==> config.mk <==
export PLATFORM = sky130hd
export DESIGN_NAME = io_output_stream_ram
export DESIGN_NICKNAME = d
export VERILOG_FILES = /design/src/rtl/io_output_stream_ram.sv
export SDC_FILE = /design/constraint.sdc
export NUM_CORES = 2
export LEC_CHECK = 0
export BUFFER_PORTS_ARGS = -buffer_cell sky130_fd_sc_hd__clkbuf_2
export CAP_MARGIN = 15
export CORE_MARGIN = 5
export CORE_UTILIZATION = 60
export CTS_BUF_LIST = sky130_fd_sc_hd__clkbuf_2
export DETAILED_ROUTE_END_ITERATION = 6
export PLACE_DENSITY = 0.77
export SKIP_CTS_REPAIR_TIMING = 1
export SLEW_MARGIN = 10
export SYNTH_ARGS = -nofsm -noshare
export SYNTH_HDL_FRONTEND = slang
export SYNTH_SLANG_ARGS = --single-unit
==> constraint.sdc <==
create_clock -name clock -period 4.9 [get_ports clock]
set_clock_uncertainty 0.2 [all_clocks]
set_input_delay 0.735 -clock clock [delete_from_list [all_inputs] [get_ports clock]]
set_output_delay 0.735 -clock clock [all_outputs]
set_load 0.01 [all_outputs]
==> src/rtl/io_output_stream_ram.sv <==
// io_output_stream_ram
//
// Purpose:
//   This module is the IO output RAM written by the processor datapath, with
//   change streaming added.
//   - Each store-to-IO write lands in a DEPTH-entry register file and marks
//     that entry dirty.
//   - A round-robin scanner walks the dirty bits. It presents each changed
//     entry as an index/data pair on a valid/ready stream to the display or
//     host side.
//   - A registered readback port returns entry[address] one cycle later.
//
// Ports:
//   clock          - sole clock, rising edge
//   reset          - synchronous, active-low reset
//   IO_RAMwrite    - write enable from the control unit
//   address        - write and readback address (ADDR_WIDTH)
//   dataC          - write data (DATA_WIDTH)
//   IO_RAMOutput   - registered readback of entry[address], 0 when out of range
//   stream_valid   - stream word available
//   stream_ready   - consumer accepts the stream word
//   stream_index   - index of the streamed entry (IDX_WIDTH)
//   stream_data    - snapshot of the streamed entry (DATA_WIDTH)
//   pending_count  - number of dirty entries (CNT_WIDTH)
//   range_error    - sticky flag for writes with address >= DEPTH
//
// Optional feature:
//   IO_OUT_RANGE_CHECK_EN - when defined, range_error latches on any write
//   with address >= DEPTH. When undefined, range_error is tied to 0.
//   Out-of-range writes are always ignored by the storage.

module io_output_stream_ram #(
  parameter int DATA_WIDTH = 32,
  parameter int ADDR_WIDTH = 10,
  parameter int DEPTH      = 32,
  parameter int IDX_WIDTH  = $clog2(DEPTH),
  parameter int CNT_WIDTH  = $clog2(DEPTH + 1)
) (
  input  logic                  clock,
  input  logic                  reset,
  input  logic                  IO_RAMwrite,
  input  logic [ADDR_WIDTH-1:0] address,
  input  logic [DATA_WIDTH-1:0] dataC,
  output logic [DATA_WIDTH-1:0] IO_RAMOutput,
  output logic                  stream_valid,
  input  logic                  stream_ready,
  output logic [IDX_WIDTH-1:0]  stream_index,
  output logic [DATA_WIDTH-1:0] stream_data,
  output logic [CNT_WIDTH-1:0]  pending_count,
  output logic                  range_error
);

  typedef enum logic [1:0] {IDLE, SCAN, PRESENT} state_t;

  localparam logic [ADDR_WIDTH:0]  DEPTH_A  = (ADDR_WIDTH + 1)'(DEPTH);
  localparam logic [IDX_WIDTH-1:0] LAST_IDX = IDX_WIDTH'(DEPTH - 1);

  state_t                state_q, state_d;
  logic [IDX_WIDTH-1:0]  ptr_q, ptr_d;
  logic [DATA_WIDTH-1:0] mem_q [DEPTH];
  logic [DATA_WIDTH-1:0] mem_d [DEPTH];
  logic [DEPTH-1:0]      dirty_q, dirty_d;
  logic [CNT_WIDTH-1:0]  count_q, count_d;
  logic [DATA_WIDTH-1:0] rd_data_q, rd_data_d;
  logic                  stream_valid_q, stream_valid_d;
  logic [IDX_WIDTH-1:0]  stream_index_q, stream_index_d;
  logic [DATA_WIDTH-1:0] stream_data_q, stream_data_d;

  logic                  in_range;
  logic                  wr_en;
  logic                  load;
  logic [IDX_WIDTH-1:0]  wr_idx;
  logic [IDX_WIDTH-1:0]  ptr_inc;

  // Address decode. The index slice is only meaningful when in_range is set.
  // The pointer increment wraps explicitly, so non-power-of-two depths work.
  always_comb begin
    in_range = ({1'b0, address} < DEPTH_A);
    wr_idx   = address[IDX_WIDTH-1:0];
    wr_en    = IO_RAMwrite && in_range;
    ptr_inc  = (ptr_q == LAST_IDX) ? '0 : ptr_q + IDX_WIDTH'(1);
  end

  // The scan/present FSM, storage update and pending counter.
  // - A load clears the dirty bit first. A write then sets its dirty bit, so
  //   a write to the entry being loaded keeps it dirty for a later pass.
  // - The counter only moves on clean->dirty and dirty->clean transitions.
  //   This keeps it equal to the popcount of dirty_q.
  always_comb begin
    state_d        = state_q;
    ptr_d          = ptr_q;
    mem_d          = mem_q;
    dirty_d        = dirty_q;
    stream_valid_d = stream_valid_q;
    stream_index_d = stream_index_q;
    stream_data_d  = stream_data_q;
    load           = 1'b0;

    unique case (state_q)
      IDLE: begin
        if (|dirty_q) state_d = SCAN;
      end
      SCAN: begin
        if (dirty_q[ptr_q]) begin
          load           = 1'b1;
          stream_data_d  = mem_q[ptr_q];
          stream_index_d = ptr_q;
          stream_valid_d = 1'b1;
          state_d        = PRESENT;
        end else begin
          ptr_d = ptr_inc;
          if (dirty_q == '0) state_d = IDLE;
        end
      end
      PRESENT: begin
        if (stream_ready) begin
          stream_valid_d = 1'b0;
          ptr_d          = ptr_inc;
          state_d        = SCAN;
        end
      end
      default: state_d = IDLE;
    endcase

    if (load) dirty_d[ptr_q] = 1'b0;
    if (wr_en) begin
      mem_d[wr_idx]   = dataC;
      dirty_d[wr_idx] = 1'b1;
    end

    count_d = count_q
            + CNT_WIDTH'(wr_en && !dirty_q[wr_idx])
            - CNT_WIDTH'(load && !(wr_en && (wr_idx == ptr_q)));

    rd_data_d = in_range ? mem_q[wr_idx] : '0;
  end

  // State registers. Reset wins over any write or handshake in the same
  // cycle, so a word that is mid-handshake is dropped.
  always_ff @(posedge clock) begin
    if (!reset) begin
      state_q        <= IDLE;
      ptr_q          <= '0;
      mem_q          <= '{default: '0};
      dirty_q        <= '0;
      count_q        <= '0;
      rd_data_q      <= '0;
      stream_valid_q <= 1'b0;
      stream_index_q <= '0;
      stream_data_q  <= '0;
    end else begin
      state_q        <= state_d;
      ptr_q          <= ptr_d;
      mem_q          <= mem_d;
      dirty_q        <= dirty_d;
      count_q        <= count_d;
      rd_data_q      <= rd_data_d;
      stream_valid_q <= stream_valid_d;
      stream_index_q <= stream_index_d;
      stream_data_q  <= stream_data_d;
    end
  end

`ifdef IO_OUT_RANGE_CHECK_EN
  logic range_error_q, range_error_d;

  // Sticky flag for writes that miss the array. Only reset clears it.
  always_comb begin
    range_error_d = range_error_q | (IO_RAMwrite && !in_range);
  end

  always_ff @(posedge clock) begin
    if (!reset) range_error_q <= 1'b0;
    else        range_error_q <= range_error_d;
  end

  assign range_error = range_error_q;
`else
  assign range_error = 1'b0;
`endif

  assign IO_RAMOutput  = rd_data_q;
  assign stream_valid  = stream_valid_q;
  assign stream_index  = stream_index_q;
  assign stream_data   = stream_data_q;
  assign pending_count = count_q;

endmodule

==> run_results.csv <==
group,metric,value,unit
detailed_routing,wl,223000,um
pwr,power_leakage,19.2,nW
synth,ys_types,60,
sta,rsz0062_at_grt,"no",
cells_and_area,drive_gt1_frac,0.220,
worst_hold_path,hold_path_depth,4,
global_route,grt_overflow,0,
floorplan,rows,111,
global_route,grt_util_all_layers,0.440,
clock_tree,cts_tree,"yes",
cells_and_area,postLayoutCoreUtil,0.654,
worst_setup_path,start_kind,"register",
worst_setup_path,cp_slowest_cell,"buf_4",
clock_tree,clk_path_buf_depth,4,
worst_setup_path,r2r.worst_path.cells,8,
detailed_routing,first_iter_violations,9244,
global_route,grt_pass1_vias,51000,
worst_setup_path,r2r_start,"ptr_q[3]",
worst_setup_path,cp-end-kind,"register",
worst_setup_path,cp.arrival,5320,ps
worst_hold_path,min_from,"dataC[3]",
clock_tree,cts-root-buf,"clkbuf_2",
global_route,grt_pass1_wl,322000,um
floorplan,die_w,313,um
clock_tree,clkSinkCount,1139,
synth,yosysTopAreaCell,"dfxtp_1",
worst_setup_path,worstPathRequired,6150,ps
pwr,p_per_area,276,mW/mm^2
clock_tree,clock_latency,1710,ps
sta,relSlewSlack,0.119,
synth,yosys-top-cells-area,"dfxtp_1 (41%), mux4_2 (21%), nand2_1 (14%)",
floorplan,fp.dieArea,0.0981,mm^2
floorplan,boundaryPins,123,
detailed_routing,routedWlPerCell,29.5,um
synth,synth_seq_cells,1139,
floorplan,coreArea,0.0915,mm^2
placed_design,gp_congestion,0.950,
synth,synth_top_area_frac,0.413,
worst_setup_path,worst-path-buf-inv,2,
sta,tns,0,ps
synth,synth_top_flop_cell,"dfxtp_1",
worst_setup_path,path_cells,"mux4_2, o2bb2ai_1, a2111o_1, a21oi_4, buf_4, nor2_2, o21a_1, dlygate4sd3_1",
worst_setup_path,worstReg2RegEnd,"state_q[1]",
status,violations,"DRC",
detailed_routing,via_per_inst,7.09,
synth,synthCells,6145,
cells_and_area,fillers,7324,
clock_tree,htreeDepth,5,
cells_and_area,layout.nets,6235,
pwr,ir_worst_vdd,0.000231,V
status,outcome,"complete, but fails checks",
placed_design,port_buffers,121,
placed_design,dpl.hpwl,128000,um
detailed_routing,num_vias,53600,
floorplan,die_h,313,um
global_route,grt_start_max_net_pins,140,
sta,post-route-period-util,0.829,
run,maxCapViolations,0,
synth,yosysWarnings,0,
sta,fmax,246,MHz
sta,slew_viol_final,0,
worst_hold_path,holdCritPathClass,"input port to register",
worst_hold_path,worstHoldEndpoint,"mem_q[259]",
detailed_routing,drc_errors,18,
clock_tree,clk_pin_slew,110,ps
sta,worst_pin_slew,1320,ps
worst_setup_path,crit_path_max_incr_delay,790,ps
synth,synth_edf_count,0,
cells_and_area,area_delta_synth_final,8.52,%
floorplan,initial_core_util,0.603,
worst_setup_path,r2r_setup_slack,840,ps
worst_setup_path,crit_fanout,68,
clock_tree,numCtsBuffers,303,
sta,finalHoldViolations,0,
detailed_routing,drtAntennaViolNets,0,
sta,setup_viol,0,
synth,synth_nets,6203,
synth,synth.avg_cell_area,8.98,um^2
global_route,antenna_found_initial,20,
worst_setup_path,cp_top_family,"buffers and inverters",
synth,seq_area_frac_synth,0.413,
worst_setup_path,critPathKind,"register to register",
synth,ys_async_sr_fraction,0,
synth,netlist_area,0.0552,mm^2
detailed_routing,drtPass1Iterations,7,
sta,min_period,4060,ps
-- cell type report --
cell class	count	area (um^2)	share of cell area
well taps	1186	1480	0.0248
clock buffers	422	2110	0.0353
multi-input cells	4350	30100	0.503
diodes	29	72.6	0.00121
flip-flops and latches	1139	22800	0.381
inverters	13	56.3	0.000940
repair buffers	370	2960	0.0494
clock inverters	46	295	0.00493
-- stage by stage --
stage / area (um^2) / setup slack (ps) / hold slack [ps] / power, mW / cells
6_report: 59900 / 840 / 50.1 / 16.5 / 7555
5_1_grt: 59800 / 803 / -16.6 / 17.0 / 7537
4_1_cts: 59400 / 995 / -713 / 16.4 / 7482
3_5_place_dp: 57000 / 363 / 249 / 10.2 / 7014
3_3_place_gp: 57000 / 314 / 247 / 10.2 / 7014
2_1_floorplan: 55200 / 635 / 243 / 9.96 / 6145
-- placed cells by master (no fill, tap or decap), types with 16 or more instances in the layout --
cell type and n:
a22oi_1 226, nand3_2 25, a22o_1 17, a31oi_1 18
clkinv_1 29, mux2i_1 20, nand4_1 35, buf_4 177
diode_2 29, nand2_1 2099, nor3_1 57, clkbuf_2 541
buf_12 28, nor3_4 29, dfxtp_1 1137, a221oi_1 16
a41oi_1 16, mux4_2 523, o21ai_0 33, a21oi_1 1093
dlygate4sd3_1 44
-- cell usage after synthesis, types with 17 or more instances --
master    number
mux2i_1       20
nand4_1       35
nand2_1     2101
o21ai_0       33
dfxtp_1     1139
a31oi_1       18
clkbuf_1     432
a22oi_1      226
buf_2        169
nor2_1        21
a22o_1        17
nand3_1       29
buf_1         36
a21oi_1     1093
nor3_2        38
nor3_1        63
mux4_2       523
-- state kept, by name (all words and copies together) (netlist names) --
name / count
IO_RAMOutput: 32
dirty_q: 32
mem_q: 1024
pending_count: 6
ptr_q: 5
state_q: 2
stream_data: 32
stream_index: 5
stream_valid: 1
-- kinds of logic (layout without fill, tap and decap cells) --
group	after synthesis	after routing	synth area share
flip-flops	1139	1139	0.413
other	1	30	0.0000680
buffers and inverters	656	851	0.0490
AO/OA/AOI/OAI	1439	1439	0.146
AND/OR/NAND/NOR	2345	2345	0.170
adder cells (fa/ha/maj)	12	12	0.00286
XOR/XNOR	10	10	0.00159
multiplexers	543	543	0.217
-- metal layers --
| layer | GRT usage | share of wire | vias to the layer above |
|---|---|---|---|
| met4 | 0.341 | 0.096 | 12 |
| met3 | 0.199 | 0.18 | 1645 |
| met2 | 0.623 | 0.41 | 5059 |
| met5 | 0 | 0.00035 | - |
| met1 | 0.521 | 0.31 | 25000 |
| li1 | - | - | 21900 |
-- how the worst max path moves through the flow --
stage	to	start	slack [ps]	cells after the start
6_report	state_q[1]	ptr_q[3]	840	8
5_1_grt	state_q[1]	ptr_q[1]	800	8
4_1_cts	pending_count[4]	ptr_q[1]	990	14
3_5_place_dp	pending_count[4]	address[8]	360	16
3_3_place_gp	pending_count[4]	address[8]	310	16
2_1_floorplan	pending_count[4]	address[0]	640	17
-- worst min-delay path: stages --
cell	delay, ps
dlygate4sd3_1	540
clkbuf_2	420
nand2_1	160
a21oi_1	50
-- power breakdown --
| group | leakage (nW) | total [mW] | internal [mW] | switching, mW |
|---|---|---|---|---|
| Sequential | 9.17 | 9.26 | 9.25 | 0.00446 |
| Clock | 1.91 | 6.44 | 2.47 | 3.97 |
| Combinational | 8.12 | 0.799 | 0.197 | 0.602 |
| Total | 19.2 | 16.5 | 11.9 | 4.58 |
No activity file was read; power rests on OpenSTA's default activity.
